### src/rtl/alu_seq_pkg.sv
// alu_seq_pkg: shared definitions for the multi-byte ALU sequencer.
// Holds the FSM state encoding, the flag bit positions of the ALU flag
// nibble {V,S,C,Z}, the ALU op codes and the whole-word flag merge helper.
package alu_seq_pkg;

  typedef enum logic [2:0] {
    S_IDLE  = 3'd0,
    S_LOAD  = 3'd1,
    S_DRIVE = 3'd2,
    S_EMIT  = 3'd3,
    S_DONE  = 3'd4
  } state_e;

  localparam int F_Z = 0;
  localparam int F_C = 1;
  localparam int F_S = 2;
  localparam int F_V = 3;

  localparam logic [3:0] OP_ADD = 4'b1000;
  localparam logic [3:0] OP_ADC = 4'b1010;
  localparam logic [3:0] OP_SUB = 4'b1100;
  localparam logic [3:0] OP_SBC = 4'b1110;

  // Whole-word flags: C/S/V come from the final byte, Z is the running AND
  // of every byte's Z including the final one.
  function automatic logic [3:0] final_flags(input logic [3:0] f, input logic zacc);
    logic [3:0] r;
    r      = '0;
    r[F_V] = f[F_V];
    r[F_S] = f[F_S];
    r[F_C] = f[F_C];
    r[F_Z] = zacc & f[F_Z];
    return r;
  endfunction

endpackage

### src/rtl/alu_seq_flagacc.sv
// alu_seq_flagacc: per-byte flag capture for the sequencer.
// Accumulates Z across the word, forwards the carry of each byte to the next
// and latches the whole-word flags when the final byte is sampled.
module alu_seq_flagacc
  import alu_seq_pkg::*;
(
  input  logic       clk,
  input  logic       rst,
  input  logic       start_i,     // new command accepted
  input  logic       sample_i,    // ALU flags valid this cycle
  input  logic       last_i,      // sampled byte is the final one
  input  logic       clear_i,     // drop word flags (abort)
  input  logic [3:0] flags_i,
  output logic       chain_c_o,
  output logic [3:0] word_flags_o
);

  logic       zacc_q;
  logic       chain_c_q;
  logic [3:0] word_flags_q;

  // Flag accumulation; word flags stay put until the next command starts.
  always_ff @(posedge clk) begin
    if (rst) begin
      zacc_q       <= 1'b0;
      chain_c_q    <= 1'b0;
      word_flags_q <= 4'h0;
    end else if (clear_i) begin
      word_flags_q <= 4'h0;
    end else if (start_i) begin
      zacc_q       <= 1'b1;
      chain_c_q    <= 1'b0;
      word_flags_q <= 4'h0;
    end else if (sample_i) begin
      zacc_q    <= zacc_q & flags_i[F_Z];
      chain_c_q <= flags_i[F_C];
      if (last_i) begin
        word_flags_q <= final_flags(flags_i, zacc_q);
      end
    end
  end

  assign chain_c_o    = chain_c_q;
  assign word_flags_o = word_flags_q;

endmodule

### src/rtl/alu_seq.sv
// alu_seq: runs one 8-bit ALU op over an N-byte word, LSB first, chaining
// carry between bytes. Operands arrive and results leave on valid/ready
// streams; whole-word flags are reported with a one-cycle done pulse.
// Optional feature: define ALU_SEQ_ABORT_EN to add the abort input.
module alu_seq
  import alu_seq_pkg::*;
#(
  parameter  int SETTLE = 2,
  parameter  int MAXLEN = 8,
  localparam int LW     = (MAXLEN > 1) ? $clog2(MAXLEN) : 1
) (
  input  logic          clk,
  input  logic          rst,
`ifdef ALU_SEQ_ABORT_EN
  input  logic          abort,
`endif
  input  logic          cmd_valid,
  output logic          cmd_ready,
  input  logic [3:0]    cmd_op,
  input  logic [LW-1:0] cmd_len,
  input  logic          cmd_carry,
  input  logic          cmd_invert,
  input  logic          opd_valid,
  output logic          opd_ready,
  input  logic [7:0]    opd_a,
  input  logic [7:0]    opd_b,
  output logic [7:0]    alu_a,
  output logic [7:0]    alu_b,
  output logic [3:0]    alu_op,
  output logic          alu_n_oe,
  output logic          alu_invert,
  output logic          alu_cin,
  input  logic [7:0]    alu_result,
  input  logic [3:0]    alu_flags,
  output logic          res_valid,
  input  logic          res_ready,
  output logic [7:0]    res_data,
  output logic          res_last,
  output logic          done,
  output logic [3:0]    word_flags
);

  localparam int SW = $clog2(SETTLE + 1);

  state_e        state_q, state_d;
  logic [3:0]    op_q;
  logic [LW-1:0] len_q;
  logic          carry_q;
  logic          invert_q;
  logic [LW-1:0] cnt_q;
  logic [SW-1:0] settle_q;
  logic [7:0]    a_q, b_q;
  logic          cin_q;
  logic [7:0]    res_data_q;
  logic          abort_done_q;

  logic abort_hit, cmd_take, opd_take, res_take, settle_done, is_last, chain_c;

`ifdef ALU_SEQ_ABORT_EN
  assign abort_hit = abort & (state_q inside {S_LOAD, S_DRIVE, S_EMIT});
`else
  assign abort_hit = 1'b0;
`endif

  assign cmd_ready   = (state_q == S_IDLE);
  assign opd_ready   = (state_q == S_LOAD) & ~abort_hit;
  assign res_valid   = (state_q == S_EMIT);
  assign is_last     = (cnt_q == len_q);
  assign res_last    = res_valid & is_last;
  assign alu_n_oe    = (state_q != S_DRIVE);
  assign cmd_take    = cmd_ready & cmd_valid;
  assign opd_take    = opd_ready & opd_valid;
  assign res_take    = res_valid & res_ready & ~abort_hit;
  assign settle_done = (state_q == S_DRIVE) & (settle_q == SW'(SETTLE - 1));
  // An aborted word still gets a done pulse, one cycle after the abort.
  assign done        = (state_q == S_DONE) | abort_done_q;

  assign alu_a      = a_q;
  assign alu_b      = b_q;
  assign alu_op     = op_q;
  assign alu_invert = invert_q;
  assign alu_cin    = cin_q;
  assign res_data   = res_data_q;

  // Next-state logic; abort overrides every handshake-driven transition.
  always_comb begin
    state_d = state_q;
    case (state_q)
      S_IDLE:  if (cmd_valid)   state_d = S_LOAD;
      S_LOAD:  if (opd_valid)   state_d = S_DRIVE;
      S_DRIVE: if (settle_done) state_d = S_EMIT;
      S_EMIT:  if (res_ready)   state_d = is_last ? S_DONE : S_LOAD;
      S_DONE:                   state_d = S_IDLE;
      default:                  state_d = S_IDLE;
    endcase
    if (abort_hit) state_d = S_IDLE;
  end

  // State register and the delayed done pulse for aborted words.
  always_ff @(posedge clk) begin
    if (rst) begin
      state_q      <= S_IDLE;
      abort_done_q <= 1'b0;
    end else begin
      state_q      <= state_d;
      abort_done_q <= abort_hit;
    end
  end

  // Command latch: op, length, initial carry and invert for the whole word.
  always_ff @(posedge clk) begin
    if (rst) begin
      op_q     <= 4'h0;
      len_q    <= '0;
      carry_q  <= 1'b0;
      invert_q <= 1'b0;
    end else if (cmd_take) begin
      op_q     <= cmd_op;
      len_q    <= cmd_len;
      carry_q  <= cmd_carry;
      invert_q <= cmd_invert;
    end
  end

  // ALU input registers and settle timer; byte 0 takes the command carry,
  // later bytes take the carry captured from the previous byte.
  always_ff @(posedge clk) begin
    if (rst) begin
      a_q      <= 8'h00;
      b_q      <= 8'h00;
      cin_q    <= 1'b0;
      settle_q <= '0;
    end else begin
      if (opd_take) begin
        a_q      <= opd_a;
        b_q      <= opd_b;
        cin_q    <= (cnt_q == '0) ? carry_q : chain_c;
        settle_q <= '0;
      end else if (state_q == S_DRIVE) begin
        settle_q <= settle_done ? '0 : settle_q + SW'(1);
      end
    end
  end

  // Byte counter and result holding register; the counter only advances on
  // non-final bytes, so it never wraps even at the maximum length.
  always_ff @(posedge clk) begin
    if (rst) begin
      cnt_q      <= '0;
      res_data_q <= 8'h00;
    end else begin
      if (cmd_take) begin
        cnt_q <= '0;
      end else if (res_take && !is_last) begin
        cnt_q <= cnt_q + LW'(1);
      end
      if (settle_done && !abort_hit) begin
        res_data_q <= alu_result;
      end
    end
  end

  alu_seq_flagacc u_flagacc (
    .clk          (clk),
    .rst          (rst),
    .start_i      (cmd_take),
    .sample_i     (settle_done & ~abort_hit),
    .last_i       (is_last),
    .clear_i      (abort_hit),
    .flags_i      (alu_flags),
    .chain_c_o    (chain_c),
    .word_flags_o (word_flags)
  );

endmodule
### config.mk
export PLATFORM = sky130hd
export DESIGN_NAME = alu_seq
export DESIGN_NICKNAME = d
export VERILOG_FILES = /design/src/rtl/alu_seq_pkg.sv /design/src/rtl/alu_seq_flagacc.sv /design/src/rtl/alu_seq.sv
export SDC_FILE = /design/constraint.sdc
export NUM_CORES = 1
export LEC_CHECK = 0
export ABC_AREA = 1
export CAP_MARGIN = 20
export CORE_ASPECT_RATIO = 1.25
export CORE_MARGIN = 4
export CORE_UTILIZATION = 45
export DETAILED_ROUTE_END_ITERATION = 6
export PLACE_DENSITY_LB_ADDON = 0.2
export SYNTH_ARGS = -nofsm -noshare
export SYNTH_HDL_FRONTEND = slang
export SYNTH_HIERARCHICAL = 1
export SYNTH_SLANG_ARGS = --single-unit
### constraint.sdc
create_clock -name clk -period 4.2 [get_ports clk]
set_input_delay 0.84 -clock clk [delete_from_list [all_inputs] [get_ports clk]]
set_output_delay 0.84 -clock clk [all_outputs]
set_load 0.02 [all_outputs]
# Word level (Yosys, flattened, before mapping)
# Index checks and enable logic that the tools add are counted.
[classes] add_sub_neg=2 n_eq_ne=11 n_mux=10 n_bitwise=6 reduce_logical=9
[op_table] cell="3-bit two-way mux" count=5
[op_table] cell="3-bit case mux with 4 select lines" count=1
[op_table] cell="1-bit AND" count=6
[op_table] cell="3-bit by 2-bit == test with 1-bit output, second input constant" count=2
[op_table] cell="3-bit logical NOT" count=2
[op_table] cell="2-bit inequality test, second input constant" count=3
[op_table] cell="4-bit AND reduction" count=1
[op_table] cell="2-bit OR reduction" count=2
[op_table] cell="3-bit by 1-bit adder with 3-bit output, second input constant" count=1
[op_table] cell="3-bit by 1-bit == test with 1-bit output, second input constant" count=1
[op_table] cell="3-bit == test" count=1
[op_table] cell="3-bit == test, second input constant" count=1
[op_table] cell="1-bit two-way mux" count=3
[op_table] cell="3-bit by 2-bit inequality test with 1-bit output, second input constant" count=1
[op_table] cell="2-bit by 1-bit adder with 2-bit output, second input constant" count=1
[op_table] cell="2-bit by 1-bit == test with 1-bit output, second input constant" count=1
[op_table] cell="2-bit two-way mux" count=1
[op_table] cell="2-bit by 1-bit inequality test with 1-bit output, second input constant" count=1
[op_table] cell="2-bit AND reduction" count=1
[op_table] cell="2-bit nonzero test" count=1
[op_table] cell="1-bit logical AND" count=1
[op_table] cell="1-bit logical NOT" count=1
[word_totals] reg_bits=48 inputBits=42 wordCells=52

# Longest topological paths before layout
# Gate-level depths: netlist of run 1.
[depth] ltp_word=4 mapped_depth=11

# Hierarchy
# Netlist of run 1, hierarchy kept.
[modules_own_cells] mod="alu_seq" n_inst=1 cells_each=232 area_per_inst_um2=1721.7
[modules_own_cells] mod="alu_seq_flagacc" n_inst=1 cells_each=38 area_per_inst_um2=252.7

# Worst setup path after synthesis of run 1
# Ideal clock, no wire load.
[synth_timing] path_kind="register to output" from="reg state_q[0]" to="out res_last" t_arrival_ns=1.186 setup_slack_ns=2.174 stages_incl_launch_ff=5 n_path_buf=0 path_cell_list="dfxtp_1 -> nand2_1 -> nor2_2 -> inv_1 -> nor2_1"
[synth_via] elab_chain_cells=2
[synth_lines] element="start, declared" line_no="alu_seq.sv:45" text="state_e state_q, state_d;"
[synth_lines] element="start signal, assigned" line_no="alu_seq.sv:105" text="state_q <= state_d;"
[synth_lines] element="3-bit by 2-bit == test with 1-bit output" line_no="alu_seq.sv:67" text="assign res_valid = (state_q == S_EMIT);"
[synth_lines] element="net res_valid" line_no="alu_seq.sv:35" text="output logic res_valid,"
[synth_lines] element="1-bit AND" line_no="alu_seq.sv:69" text="assign res_last = res_valid & is_last;"
[synth_lines] element="end, declared" line_no="alu_seq.sv:38" text="output logic res_last,"
# The timed path passes the listed nets, and every way through them passes these cells.

# Worst setup path in the final report of run 1
[layout_timing] from="reg state_q[0]" to="out res_last"
[layout_via] elab_chain_cells=2
[layout_lines] element="3-bit by 2-bit == test with 1-bit output" line_no="alu_seq.sv:67"
[layout_lines] element="1-bit AND" line_no="alu_seq.sv:69"
# No other way between the ends.

==> summary.txt, run 1 <==
Die
  – Effective utilization at floorplan: 0.474
  – Die Y: 82.1 um
  – Die area: 0.00552 mm^2
  – IO Count: slightly above 80
  – Placement Rows: 26
  – Core area: 0.00416 mm^2
  – Die W: roughly 67 um

Global routing
  – Number of global-route vias before repair: around 1800
  – First-pass GRT wire length: 8100 um
  – Initial antenna violation count: 0
  – GR Overflow Total: 0
  – Total track usage: 0.191
  – Largest net degree at the start of global routing: 32

Critical path
  – Crit path DAT: 1850 ps
  – Crit Path Max Fanout: 7
  – Worst EP required: 3360 ps
  – Worst setup EP type: output port
  – Crit path kind: flip-flop to output port
  – CP Launch Type: flip-flop

Finish
  – Commonest non-fill, non-tap cell in the layout: clkdlybuf4s50_1
  – Area grow syn2layout: 48.9%
  – Ant diodes: 0
  – Most frequent cells in the layout: clkdlybuf4s50_1, nor2_1, dfxtp_1
  – Layout cell share with drive strength beyond 1: 0.0595
  – FILL cells: about 370
  – Cell area after layout: 0.00294 mm^2
  – Fin nets: approximately 400
  – Reg area: 961 um^2
  – Area of the multi-input gates: around 850 um^2

Placed design
  – Hpwl dp: ~3500 um
  – Placer Congestion: ~0.74
  – # port buffers: 81
  – Placed Area: 0.00281 mm^2

Logic synthesis
  – Unique masters post-synth: 26
  – Synth Warn #: 6
  – Seq/Total Area, Yosys: 0.487
  – Post-Syn Instances: 270
  – Area contributors post-synth: dfxtp_1, nor2_1, nand2_1
  – Post-synth EDFFs: 0
  – Yosys top cell by area: dfxtp_1
  – Synth Flop Type: dfxtp_1
  – Ys async rst share: 0
  – #FFs+latches synth: 48
  – Cell area after synthesis: around 0.0020 mm^2
  – Yosys top cell area share: 0.487
  – Syn avg cell area: around 7.3 um^2

Clocking
  – Sinks on Clock Net: 48
  – Clk slew on worst S/H paths: ~90 ps
  – Latest clock arrival within the worst-skew pair: ~290 ps
  – CTS-repair resized insts: 0
  – Root Buffer: clkbuf_8
  – CTS max path bufs: 2
  – Num CTS Buffers: 5
  – # H-tree levels: 2
  – Postcts setup bufs: 0
  – CTS tree: yes
  – # hold bufs at CTS: 0

STA
  – RSZ-0062 raised after global routing: no
  – Highest Clock Rate: ~370 MHz
  – Endpoints failing setup: 0
  – Final slew viol count: 0
  – Fin. Hold Viols: 0
  – Slew Limit Headroom: 0.481
  – Worst Tran Pin Value: 778 ps
  – Final period utilization: 0.641
  – Setup tns final: 0 ps
  – Min cycle time layout: 2690 ps
  – Clock Skew: ~4.5 ps

Job
  – Max_cap viols: 0

Power
  – Worst-case vdd ir drop: approximately 0.27 mV
  – Pwr Density: around 480 mW/mm^2
  – Cell leakage power: 1.23 nW

Routing
  – Routed met1 length: about 1900 um
  – DR top layer: met4
  – DRT antenna net count: 0
  – Number of DRC markers in iteration 0: around 70
  – DRC Markers: 0
  – Drt first pass iters: 4
  – DR WL met3: roughly 440 um
  – Average routed wire per standard cell: 11.5 um
  – Met2 wire length: between 2000 and 2500 um
  – Vias: roughly 1900
  – Routed vias/inst: 4.73
  – WL final: ~4700 um

Worst hold path
  – Min-Delay Path Class: flip-flop to flip-flop

Outcome
  – Status: completed
## metal layers
metal  global-route usage  vias to the layer above
li1                     -                     1011
met1                0.214                      851
met2                0.329                       68
met3               0.0698                        4
met4               0.0669                        0
met5                    0                        -
## flip-flops by register name, indices dropped and copies added (netlist names)
name and count:
u_flagacc/word_flags_o 4, cnt_q 3, u_flagacc/zacc_q 1, state_q 3
carry_q 1, alu_cin 1, len_q 3, alu_invert 1
alu_op 4, alu_b 8, alu_a 8, res_data 8
u_flagacc/chain_c_o 1, settle_q 2
## critical path, stage by stage (launching register included)
cell and delay, ps:
dfxtp_1 460, nand2_1 100, nor2_2 150, inv_1 80, nor2_1 140, clkdlybuf4s50_1 620
## layout make-up
type | instances | share of cell area
clock buffers | 7 | 0.0328
repair buffers | 81 | 0.276
inverters | 31 | 0.0404
well taps | 56 | 0.0238
flip-flops and latches | 48 | 0.327
clock inverters | 1 | 0.0102
multi-input cells | 185 | 0.290
## where the power goes
| part | switching [W] | internal [W] |
|---|---|---|
| Sequential | 0.0000417 | 0.000524 |
| Clock | 0.000148 | 0.000210 |
| Combinational | 0.000280 | 0.000213 |
| Total | 0.000470 | 0.000948 |
## through the flow
step / power [W] / setup slack, ps / std cells / hold slack (ps) / util
floorplan: 0.000875 / 2170 / 271 / 416 / -
global placement: 0.00107 / 1670 / 401 / 425 / 0.676
detailed placement: 0.00107 / 1610 / 401 / 435 / 0.676
CTS: 0.00143 / 1490 / 409 / 448 / 0.706
global route: 0.00151 / 1310 / 409 / 469 / 0.706
finish: 0.00142 / 1510 / 409 / 444 / 0.706
## cells by family after synthesis
family | share of synthesized area
and+or+nand+nor | 0.278
AOI/OAI and AO/OA | 0.129
DFF | 0.487
buffers and inverters | 0.0830
xor gates and xnor gates | 0.00887
adders and majority gates | 0.0127
other | 0.00190
## path summary, 6_finish.rpt
| check | startpoint | to | slack [ps] | cells past startpoint |
|---|---|---|---|---|
| setup / recovery | state_q[0]$_SDFFE_PP0P_ | res_last | 1510 | 5 |
| hold / removal | settle_q[1]$_SDFFE_PP0N_ | settle_q[1]$_SDFFE_PP0N_ | 440 | 2 |
| setup reg to reg | state_q[2]$_SDFFE_PP0P_ | u_flagacc/word_flags_o[1]$_SDFFE_PP0P_ | 2340 | 6 |
| hold reg to reg | settle_q[1]$_SDFFE_PP0N_ | settle_q[1]$_SDFFE_PP0N_ | 440 | 2 |
## synthesized netlist by cell type, types with 3 or more instances
| library cell | instances |
|---|---|
| a21oi_1 | 17 |
| dfxtp_1 | 48 |
| nor3_1 | 3 |
| nand2_2 | 3 |
| inv_1 | 26 |
| inv_2 | 3 |
| nor2_2 | 3 |
| nand2_1 | 45 |
| nand3_1 | 10 |
| nor2_1 | 61 |
| o21ai_0 | 29 |
| clkbuf_1 | 4 |
No activity file was read; power rests on OpenSTA's default activity.
==> inputs of run 2 (changes only) <==
--- a/config.mk
+++ b/config.mk
@@ -9,7 +9,7 @@
 export CAP_MARGIN = 20
 export CORE_ASPECT_RATIO = 1.25
 export CORE_MARGIN = 4
-export CORE_UTILIZATION = 45
+export CORE_UTILIZATION = 38
 export DETAILED_ROUTE_END_ITERATION = 6
 export PLACE_DENSITY_LB_ADDON = 0.2
 export SYNTH_ARGS = -nofsm -noshare
==> constraint.sdc (replaced) <==
create_clock -name clk -period 2.2 [get_ports clk]
set_input_delay 0.44 -clock clk [delete_from_list [all_inputs] [get_ports clk]]
set_output_delay 0.44 -clock clk [all_outputs]
set_load 0.02 [all_outputs]
==> run 2 against run 1 <==
Hold slack improved by 3.9 ps. Die area rose by 16%. Register-to-register slack got worse by 1700 ps. Non-clock buffer count increased by 4. Critical path type unchanged. Largest cell class unchanged. Highest routed layer unchanged.
==> summary.txt, run 2 (synthesis gave the netlist of run 1 again) <==
Critical path
  – Crit path DAT: 1660 ps (-190 ps)
  – CP max-delay cell: clkdlybuf4s50_1
  – CP Launch Type: flip-flop
  – CP peak stage delay: 690 ps (+70 ps)
  – Crit path kind: flip-flop to output port
  – Worst setup EP type: output port
  – Crit Path Max Fanout: 7 (unchanged)
  – Worst EP required: 1760 ps (-1600 ps)
  – R2R setup slack: 620 ps (-1720 ps)
  – CP Cell Sequence: nor3_1 -> clkdlybuf4s50_1

Clocking
  – # H-tree levels: 2 (unchanged)
  – CTS max path bufs: 2 (unchanged)
  – CTS tree: yes
  – Clk slew on worst S/H paths: 80 ps (about the same)
  – Num CTS Buffers: 5 (unchanged)
  – Root Buffer: clkbuf_8
  – Sinks on Clock Net: 48 (unchanged)
  – # hold bufs at CTS: 0 (unchanged)
  – Latest clock arrival within the worst-skew pair: 300 ps (about the same)

STA
  – Final period utilization: 0.954
  – Final hold slack: 448 ps (+3.94 ps)
  – Clock Skew: 5.42 ps (+0.888 ps)
  – Final slew viol count: 0 (unchanged)
  – Min cycle time layout: about 2100 ps
  – Highest Clock Rate: between 400 and 500 MHz
  – Fin. Hold Viols: 0 (unchanged)
  – Setup tns final: 0 ps (unchanged)
  – RSZ-0062 raised after global routing: no
  – Endpoints failing setup: 0 (unchanged)

Die
  – Core area: 0.00504 mm^2 (+21%)
  – Die W: 72.5 um (+7.8%)
  – Effective utilization at floorplan: 0.391 (-0.0827)
  – Die Y: 88.6 um (+8.0%)
  – Placement Rows: 29 (+12%)
  – Die area: 0.00642 mm^2 (+16%)
  – IO Count: 82 (unchanged)

Job
  – Max_cap viols: 0 (unchanged)

Outcome
  – Status: completed

Finish
  – Area of the multi-input gates: 853 um^2 (unchanged)
  – Reg area: 963 um^2 (+0.26%)
  – Utilization after layout: 0.587 (-0.119)
  – Cell area after layout: 0.00296 mm^2 (+0.68%)
  – Layout cell share with drive strength beyond 1: 0.0728 (+0.0133)
  – FILL cells: 486 (+31%)
  – Fin nets: 400 (+1.0%)
  – Commonest non-fill, non-tap cell in the layout: clkdlybuf4s50_1
  – Most frequent cells in the layout: clkdlybuf4s50_1, nor2_1, dfxtp_1
  – Ant diodes: 0 (unchanged)
  – Final std cells w/o fill: 419 (+2.4%)
  – Area grow syn2layout: 49.9%

Worst hold path
  – Min-Delay Path Class: flip-flop to flip-flop

Power
  – Worst-case vdd ir drop: 0.471 mV (+75%)
  – Cell leakage power: 1.25 nW (+1.2%)
  – Pwr Density: 898 mW/mm^2 (+86%)

Routing
  – Drt first pass iters: 5 (+1)
  – Routed met1 length: 2060 um (+9.5%)
  – DRC Markers: 0 (unchanged)
  – DRT antenna net count: 0 (unchanged)
  – DR WL met3: 449 um (+1.8%)
  – Average routed wire per standard cell: 11.5 um (-0.42%)
  – Met2 wire length: 2250 um (-4.2%)
  – DR top layer: met4
  – WL final: 4820 um (+2.0%)
  – Number of DRC markers in iteration 0: 68 (unchanged)
  – Vias: 1885 (-2.5%)
  – Routed vias/inst: 4.50 (-4.9%)

Global routing
  – Number of global-route vias before repair: 1781 (-2.9%)
  – First-pass GRT wire length: 7760 um (-4.2%)
  – GR Overflow Total: 0 (unchanged)
  – Largest net degree at the start of global routing: 20 (-38%)
  – Total track usage: 0.154 (-0.0371)
  – Initial antenna violation count: 0 (unchanged)

Placed design
  – # port buffers: 81 (unchanged)
  – Placer Congestion: 0.854 (+16%)
  – Placed Cells: 411 (+2.5%)
  – Hpwl dp: 3590 um (+3.5%)
  – Placed Area: 0.00285 mm^2 (+1.3%)
[run 2: cell count changes in the layout (fill, tap and decap cells not counted)]
| cell | previous run | this run |
|---|---|---|
| dfxtp_1 | 48 | 46 |
| buf_4 | 0 | 4 |
| clkdlybuf4s50_1 | 81 | 80 |
| clkbuf_1 | 0 | 1 |
| dfxtp_2 | 0 | 2 |
| clkinv_2 | 0 | 1 |
| clkbuf_8 | 7 | 5 |
| dlygate4sd2_1 | 0 | 1 |
[run 2: cell type report]
class,instances,share of cell area
multi-input combinational,185,0.288
sequential,48,0.325
timing repair buffer,85,0.284
clock buffer,6,0.0245
tap,62,0.0262
inverter,31,0.0402
clock inverter,2,0.0118
[run 2: report_power, final]
part | internal [W] | switching (W) | leakage, nW
Sequential | 0.00100 | 0.0000755 | 0.392
Combinational | 0.000417 | 0.000547 | 0.799
Clock | 0.000337 | 0.000278 | 0.0552
Total | 0.00176 | 0.000901 | 1.25
[run 2: worst paths after layout]
check,from,end,depth (start not counted)
worst min register to register,settle_q[1]$_SDFFE_PP0N_,settle_q[1]$_SDFFE_PP0N_,2
worst max register to register,state_q[1]$_SDFFE_PP0P_,u_flagacc/word_flags_o[1]$_SDFFE_PP0P_,10
worst max-delay path,state_q[0]$_SDFFE_PP0P_,cmd_ready,2
worst min-delay path,settle_q[1]$_SDFFE_PP0N_,settle_q[1]$_SDFFE_PP0N_,2
[run 2: through the flow]
stage | total power, W | setup slack [ps]
floorplan | 0.00167 | 516
global placement | 0.00206 | 292
detailed placement | 0.00207 | 232
CTS | 0.00270 | 52.9
global route | 0.00284 | 13.8
finish | 0.00266 | 101
[run 2: critical path: cells and delay by family, from the launching register on]
| family | cells | cell delay, ps |
|---|---|---|
| and+or+nand+nor | 1 | 320 |
| DFF | 1 | 360 |
| buffers and inverters | 1 | 690 |
[run 2: per-layer routing]
layer | up-vias | track usage
li1 | 1019 | -
met1 | 803 | 0.177
met2 | 58 | 0.261
met3 | 5 | 0.0591
met4 | 0 | 0.0537
met5 | - | 0
[run 2: timing repair]
item                                    4_1_cts  5_1_grt
endpoints found under the setup margin        1        3
resized for setup                             1        2
gates cloned                                  0        0
setup buffers                                 0        0
endpoints found under the hold margin         0        0
==> inputs of run 3 (changes only) <==
--- a/config.mk
+++ b/config.mk
@@ -9,7 +9,7 @@
 export CAP_MARGIN = 20
 export CORE_ASPECT_RATIO = 1.25
 export CORE_MARGIN = 4
-export CORE_UTILIZATION = 38
+export CORE_UTILIZATION = 28
 export DETAILED_ROUTE_END_ITERATION = 6
 export PLACE_DENSITY_LB_ADDON = 0.2
 export SYNTH_ARGS = -nofsm -noshare
==> run 3 against run 2 <==
Routed wire length increased by 5.6%. Flip-flop and latch count unchanged. Non-clock buffer count increased by 1. Hold slack got worse by 7.5 ps. Critical path type unchanged. Via count increased by 3.2%.
==> summary.txt, run 3 (synthesis gave the netlist of run 1 again) <==
Outcome
  – Status: completed

Power
  – Worst-case vdd ir drop: 0.403 mV (-14%)
  – Share of power burned in registers: 0.423 (+0.017)
  – Comb pwr share: 0.382 (+0.019)
  – Cell leakage power: 1.25 nW (+0.52%)
  – Switching share of power: 0.356 (+0.0167)
  – Pint: 0.00164 W (-6.6%)
  – Net Sw Power: 0.000906 W (+0.57%)
  – Pwr Total: 0.00255 W (-4.1%)
  – Clk pwr share: 0.195 (-0.036)
  – Pwr Density: 857 mW/mm^2 (-4.5%)

Critical path
  – Reg2reg path depth: 10 (unchanged)
  – CP max-delay cell: clkdlybuf4s50_1
  – CP Launch Type: flip-flop
  – Crit path kind: flip-flop to output port
  – Crit path DAT: 1630 ps (-30 ps)
  – Worst R2R End: u_flagacc/word_flags_o[1]$_SDFFE_PP0P_
  – Crit-path leading delay family: buffers and inverters
  – Levels on crit path: 2 (unchanged)
  – Critical Path Sink: cmd_ready
  – Crit Path Max Fanout: 7 (unchanged)
  – CP peak stage delay: 660 ps (-30 ps)
  – R2R setup slack: 590 ps (-30 ps)
  – Worst R2R Start: state_q[1]$_SDFFE_PP0P_
  – Worst EP required: 1760 ps (about the same)
  – Worst setup EP type: output port
  – CP Cell Sequence: nor3_1 -> clkdlybuf4s50_1
  – Critical path startpoint: state_q[0]$_SDFFE_PP0P_
  – Buffer and inverter count on the worst path: 1 (unchanged)

Routing
  – Drt first pass iters: 4 (-1)
  – DRC Markers: 0 (unchanged)
  – DRT antenna net count: 0 (unchanged)
  – Routed vias/inst: 4.38 (-2.6%)
  – Vias: 1946 (+3.2%)
  – Number of DRC markers in iteration 0: 65 (-4.4%)
  – Average routed wire per standard cell: 11.5 um (-0.38%)
  – WL final: 5080 um (+5.6%)

STA
  – Final Worst Setup Slack: 132 ps (+30.4 ps)
  – Endpoints failing setup: 0 (unchanged)
  – Clock Skew: 6.18 ps (+0.765 ps)
  – Final period utilization: 0.940 (-0.0138)
  – Fin. Hold Viols: 0 (unchanged)
  – Highest Clock Rate: 483 MHz (+1.5%)
  – Setup tns final: 0 ps (unchanged)
  – RSZ-0062 raised after global routing: no
  – Min cycle time layout: 2070 ps (-30.4 ps)
  – Final slew viol count: 0 (unchanged)

Clocking
  – Clk slew on worst S/H paths: 90 ps (about the same)
  – # H-tree levels: 2 (unchanged)
  – Sinks on Clock Net: 48 (unchanged)
  – Postcts setup bufs: 0 (unchanged)
  – Num CTS Buffers: 5 (unchanged)
  – CTS tree: yes
  – Root Buffer: clkbuf_8
  – CTS max path bufs: 2 (unchanged)
  – Latest clock arrival within the worst-skew pair: 290 ps (about the same)
  – # hold bufs at CTS: 0 (unchanged)

Global routing
  – First-pass GRT wire length: 8470 um (+9.2%)
  – Total track usage: 0.123 (-0.0306)
  – Number of global-route vias before repair: 1879 (+5.5%)
  – Initial antenna violation count: 0 (unchanged)
  – Largest net degree at the start of global routing: 20 (unchanged)
  – GR Overflow Total: 0 (unchanged)

Job
  – Max_cap viols: 0 (unchanged)

Die
  – IO Count: 82 (unchanged)
  – Core area: 0.00669 mm^2 (+33%)
  – Placement Rows: 33 (+14%)
  – Die area: 0.00847 mm^2 (+32%)
  – Die W: 83.1 um (+15%)
  – Effective utilization at floorplan: 0.295 (-0.0963)
  – Die Y: 102 um (+15%)

Finish
  – Ant diodes: 0 (unchanged)
  – Fin nets: 401 (+0.25%)
  – Commonest non-fill, non-tap cell in the layout: clkdlybuf4s50_1
  – Area grow syn2layout: 50.6%
  – Most frequent cells in the layout: clkdlybuf4s50_1, nor2_1, dfxtp_1
  – Layout cell share with drive strength beyond 1: 0.0700 (-0.00280)

Placed design
  – Place WS: 230 ps (-2.47 ps)
  – Placer Congestion: 0.784 (-8.1%)
  – # port buffers: 81 (unchanged)
  – Hpwl dp: 3780 um (+5.4%)

Worst hold path
  – Worst hold start: settle_q[1]$_SDFFE_PP0N_
  – Min-Delay Path Class: flip-flop to flip-flop
## run 3: cell types whose count changed in the layout (fill, tap and decap cells not counted)
cell | previous run | this run
clkdlybuf4s50_1 | 80 | 78
dlymetal6s2s_1 | 0 | 2
buf_4 | 4 | 5
bufinv_16 | 1 | 0
dfxtp_1 | 46 | 47
dfxtp_2 | 2 | 1
## run 3: worst reg2reg max path, stage by stage (launching register included)
cell and delay, ps:
dfxtp_1 400, inv_1 130, nor2_2 130, nand2_2 90
inv_1 70, nand2_2 110, inv_2 210, nand2_2 140
inv_2 100, nand2_1 50, a21oi_1 110
## run 3: metal layers
metal / up-vias / part of all wire / GRT usage
li1: 1020 / - / -
met1: 857 / 0.43 / 0.140
met2: 64 / 0.45 / 0.206
met3: 5 / 0.099 / 0.0565
met4: 0 / 0.014 / 0.0415
met5: - / 0 / 0
## run 3: metrics by stage
stage               hold slack (ps)  std cells  cell area [um^2]  utilization
detailed placement              431        437              2890        0.432
global route                    471        444              2970        0.444
CTS                             445        444              2970        0.444
floorplan                       416        271              1980            -
global placement                425        437              2890        0.432
finish                          441        444              2970        0.444
## run 3: how the worst min path moves through the flow
| stage | endpoint | slack (ps) | cells after the start |
|---|---|---|---|
| floorplan | settle_q[1]$_SDFFE_PP0N_ | 420 | 2 |
| global placement | settle_q[1]$_SDFFE_PP0N_ | 420 | 2 |
| detailed placement | settle_q[1]$_SDFFE_PP0N_ | 430 | 2 |
| CTS | settle_q[1]$_SDFFE_PP0N_ | 440 | 2 |
| global route | carry_q$_SDFFE_PP0P_ | 470 | 2 |
| finish | settle_q[1]$_SDFFE_PP0N_ | 440 | 2 |
## run 3: cell type report
cell class / count / area, um^2
Clock buffer: 6 / 72.6
Tap cell: 87 / 109
Sequential cell: 48 / 962
Timing Repair Buffer: 86 / 852
Fill cell: 713 / 3720
Clock inverter: 1 / 5.00
Multi-Input combinational cell: 185 / 853
Inverter: 31 / 119
## run 3: power groups by stage
stage               registers, W  logic, W  clock network [W]
floorplan                0.00120  0.000469                  0
global placement         0.00109  0.000990                  0
detailed placement       0.00110  0.000989                  0
CTS                      0.00108  0.000994           0.000527
global route             0.00110   0.00108           0.000563
finish                   0.00108  0.000972           0.000498
## run 3: repair_timing
item / in CTS / in global routing
gates resized for setup: 1 / 3
endpoints found under the setup margin: 1 / 3
cloned: 0 / 0
==> patch: new RTL, flow settings as in run 2 <==
Reset style: asynchronous (`rst`), changed in 5 clocked blocks.
--- a/src/rtl/alu_seq_flagacc.sv
+++ b/src/rtl/alu_seq_flagacc.sv
@@ -22,3 +22,3 @@
   // Flag accumulation; word flags stay put until the next command starts.
-  always_ff @(posedge clk) begin
+  always_ff @(posedge clk or posedge rst) begin
     if (rst) begin
--- a/src/rtl/alu_seq.sv
+++ b/src/rtl/alu_seq.sv
@@ -99,3 +99,3 @@
   // State register and the delayed done pulse for aborted words.
-  always_ff @(posedge clk) begin
+  always_ff @(posedge clk or posedge rst) begin
     if (rst) begin
@@ -110,3 +110,3 @@
   // Command latch: op, length, initial carry and invert for the whole word.
-  always_ff @(posedge clk) begin
+  always_ff @(posedge clk or posedge rst) begin
     if (rst) begin
@@ -126,3 +126,3 @@
   // later bytes take the carry captured from the previous byte.
-  always_ff @(posedge clk) begin
+  always_ff @(posedge clk or posedge rst) begin
     if (rst) begin
@@ -146,3 +146,3 @@
   // non-final bytes, so it never wraps even at the maximum length.
-  always_ff @(posedge clk) begin
+  always_ff @(posedge clk or posedge rst) begin
     if (rst) begin
Check against the original RTL: differs if rst is asserted again (counterexample within 4 cycles, from zero or initial values and one cycle with rst high); with rst held inactive, the same outputs for 10 cycles.
==> patch against run 2 <==
Critical path depth increased by 1; routed wire length up 6.5%; via count up 1.5%; setup slack improved by 0.017 ns; sequential cell count did not move; critical path type unchanged; design area grew 8.2%; area after synthesis rose by 12%.
Power is not compared: it rests on default switching activity, and its combinational part moved more than twofold at a synthesized area within 25%.
==> patch: results <==
set metrics [dict create \
    clock_latency_ns 0.30 \
    worstReg2RegStart "state_q[2]" \
    dr.pass1.iters 4 \
    track_usage_pct 14.88 \
    synth_area_leaders "dfrtp_1 54%, nand2_1 20%, nand3_1 6.6%" \
    clkTransAtPathRegs_ns 0.08 \
    drive_gt1_share_pct 9.091 \
    vdd_ir_drop_max_v 0.0007704 \
    yosysWarnings 6 \
    grt_pass1_vias 1849 \
    ys_seq_area_share_pct 54.48 \
    ys.flop_type "dfrtp_1" \
    drt_iter0_markers 111 \
    hold_class "in -> async" \
    nets 395 \
    globalplace.congestion 0.7569 \
    clk_path_buf_depth 2 \
    io_buffers 81 \
    place_hpwl_um 3838 \
    postCtsSetupRepairBufs 0 \
    synth_common_cells "116 x nand2_1, 48 x dfrtp_1, 29 x nand3_1" \
    async_flop_share_pct 100.0 \
    reg2reg_depth 8 \
    ys_types 32 \
    crit_path_max_fanout 6 \
    vias 1914 \
    grt_pass1_wl_um 8625 \
    critPathLaunch "state_q[0]" \
    met1_length_um 2198 \
    finalWirelength_um 5127 \
    h-tree-depth 2 \
    routed.top_layer "met4" \
    worstPathArrival_ns 1.64 \
    num_antenna_cells 0 \
    routed-wl-met3_um 535 \
    wl_met2_um 2349 \
    leakagePower_nw 1.651 \
    cts_root_buffer "clkbuf_8" \
    antenna_found_initial 0 \
    grt_max_degree 36 \
    cts_buffers 5 \
    status "finished, final reports clean" \
    fin_worst_skew_ns 0.006819 \
]
## patch: final cells by class
type / count / area, um2
inverter: 25 / 102.6
fill: 522 / 2315
clock buffer: 6 / 82.58
tap: 64 / 80.08
timing repair buffer: 87 / 870.8
multi-input combinational: 184 / 854.6
sequential: 48 / 1202
clock inverter: 2 / 10.01
## patch: final timing paths
path                            slack (ns)                   endpoint
worst max-delay path                  0.12                  res_valid
worst min-delay path                  0.42                  alu_op[1]
worst max register to register        0.65  u_flagacc/word_flags_o[0]
worst min register to register        0.47                   alu_b[3]
max in group asynchronous             1.30                 state_q[2]
min in group clk                      0.47                   alu_b[3]
## patch: report_power, final
part	internal [mW]	switching, mW
registers	1.25	0.219
clock network	0.251	0.282
logic	0.947	1.24
total	2.45	1.74
## patch: metrics by stage
step	std cells	setup slack, ns	cell area, um2	hold WS, ns	power, mW
final	416	0.1183	3203	0.4229	4.185
after global placement	408	0.2613	3107	0.4534	3.683
after floorplan	263	0.6912	2212	0.2310	2.775
after CTS	416	0.008044	3197	0.4259	4.261
after detailed placement	408	0.2493	3107	0.4599	3.714
after global routing	416	0.01893	3203	0.4275	4.521
## patch: repair_timing
| action | CTS | global route |
|---|---|---|
| endpoints found under the setup margin | 2 | 2 |
| resized for setup | 2 | 3 |
| pin swaps | 0 | 0 |
## patch: cells by family (layout without fill, tap and decap cells)
| family | count (synthesis) | in the layout | synth area share [%] |
|---|---|---|---|
| compound gates | 10 | 10 | 3.008 |
| xor+xnor | 2 | 2 | 0.7947 |
| fa+ha+maj | 2 | 2 | 1.135 |
| buf+inv | 31 | 120 | 7.094 |
| flops | 48 | 48 | 54.48 |
| other cells | 1 | 3 | 0.1701 |
| simple gates | 167 | 167 | 33.31 |
## patch: routing by layer
layer / vias up / GRT usage (%)
met1: 847 / 17.36
met3: 4 / 6.840
met2: 71 / 24.29
met4: 0 / 4.810
li1: 992 / -
met5: - / 0
## patch: worst max-delay path, stage by stage (launching register included)
cell             delay, ns
dfrtp_1               0.44
nand2_1               0.12
nor2_2                0.15
clkdlybuf4s50_1       0.63
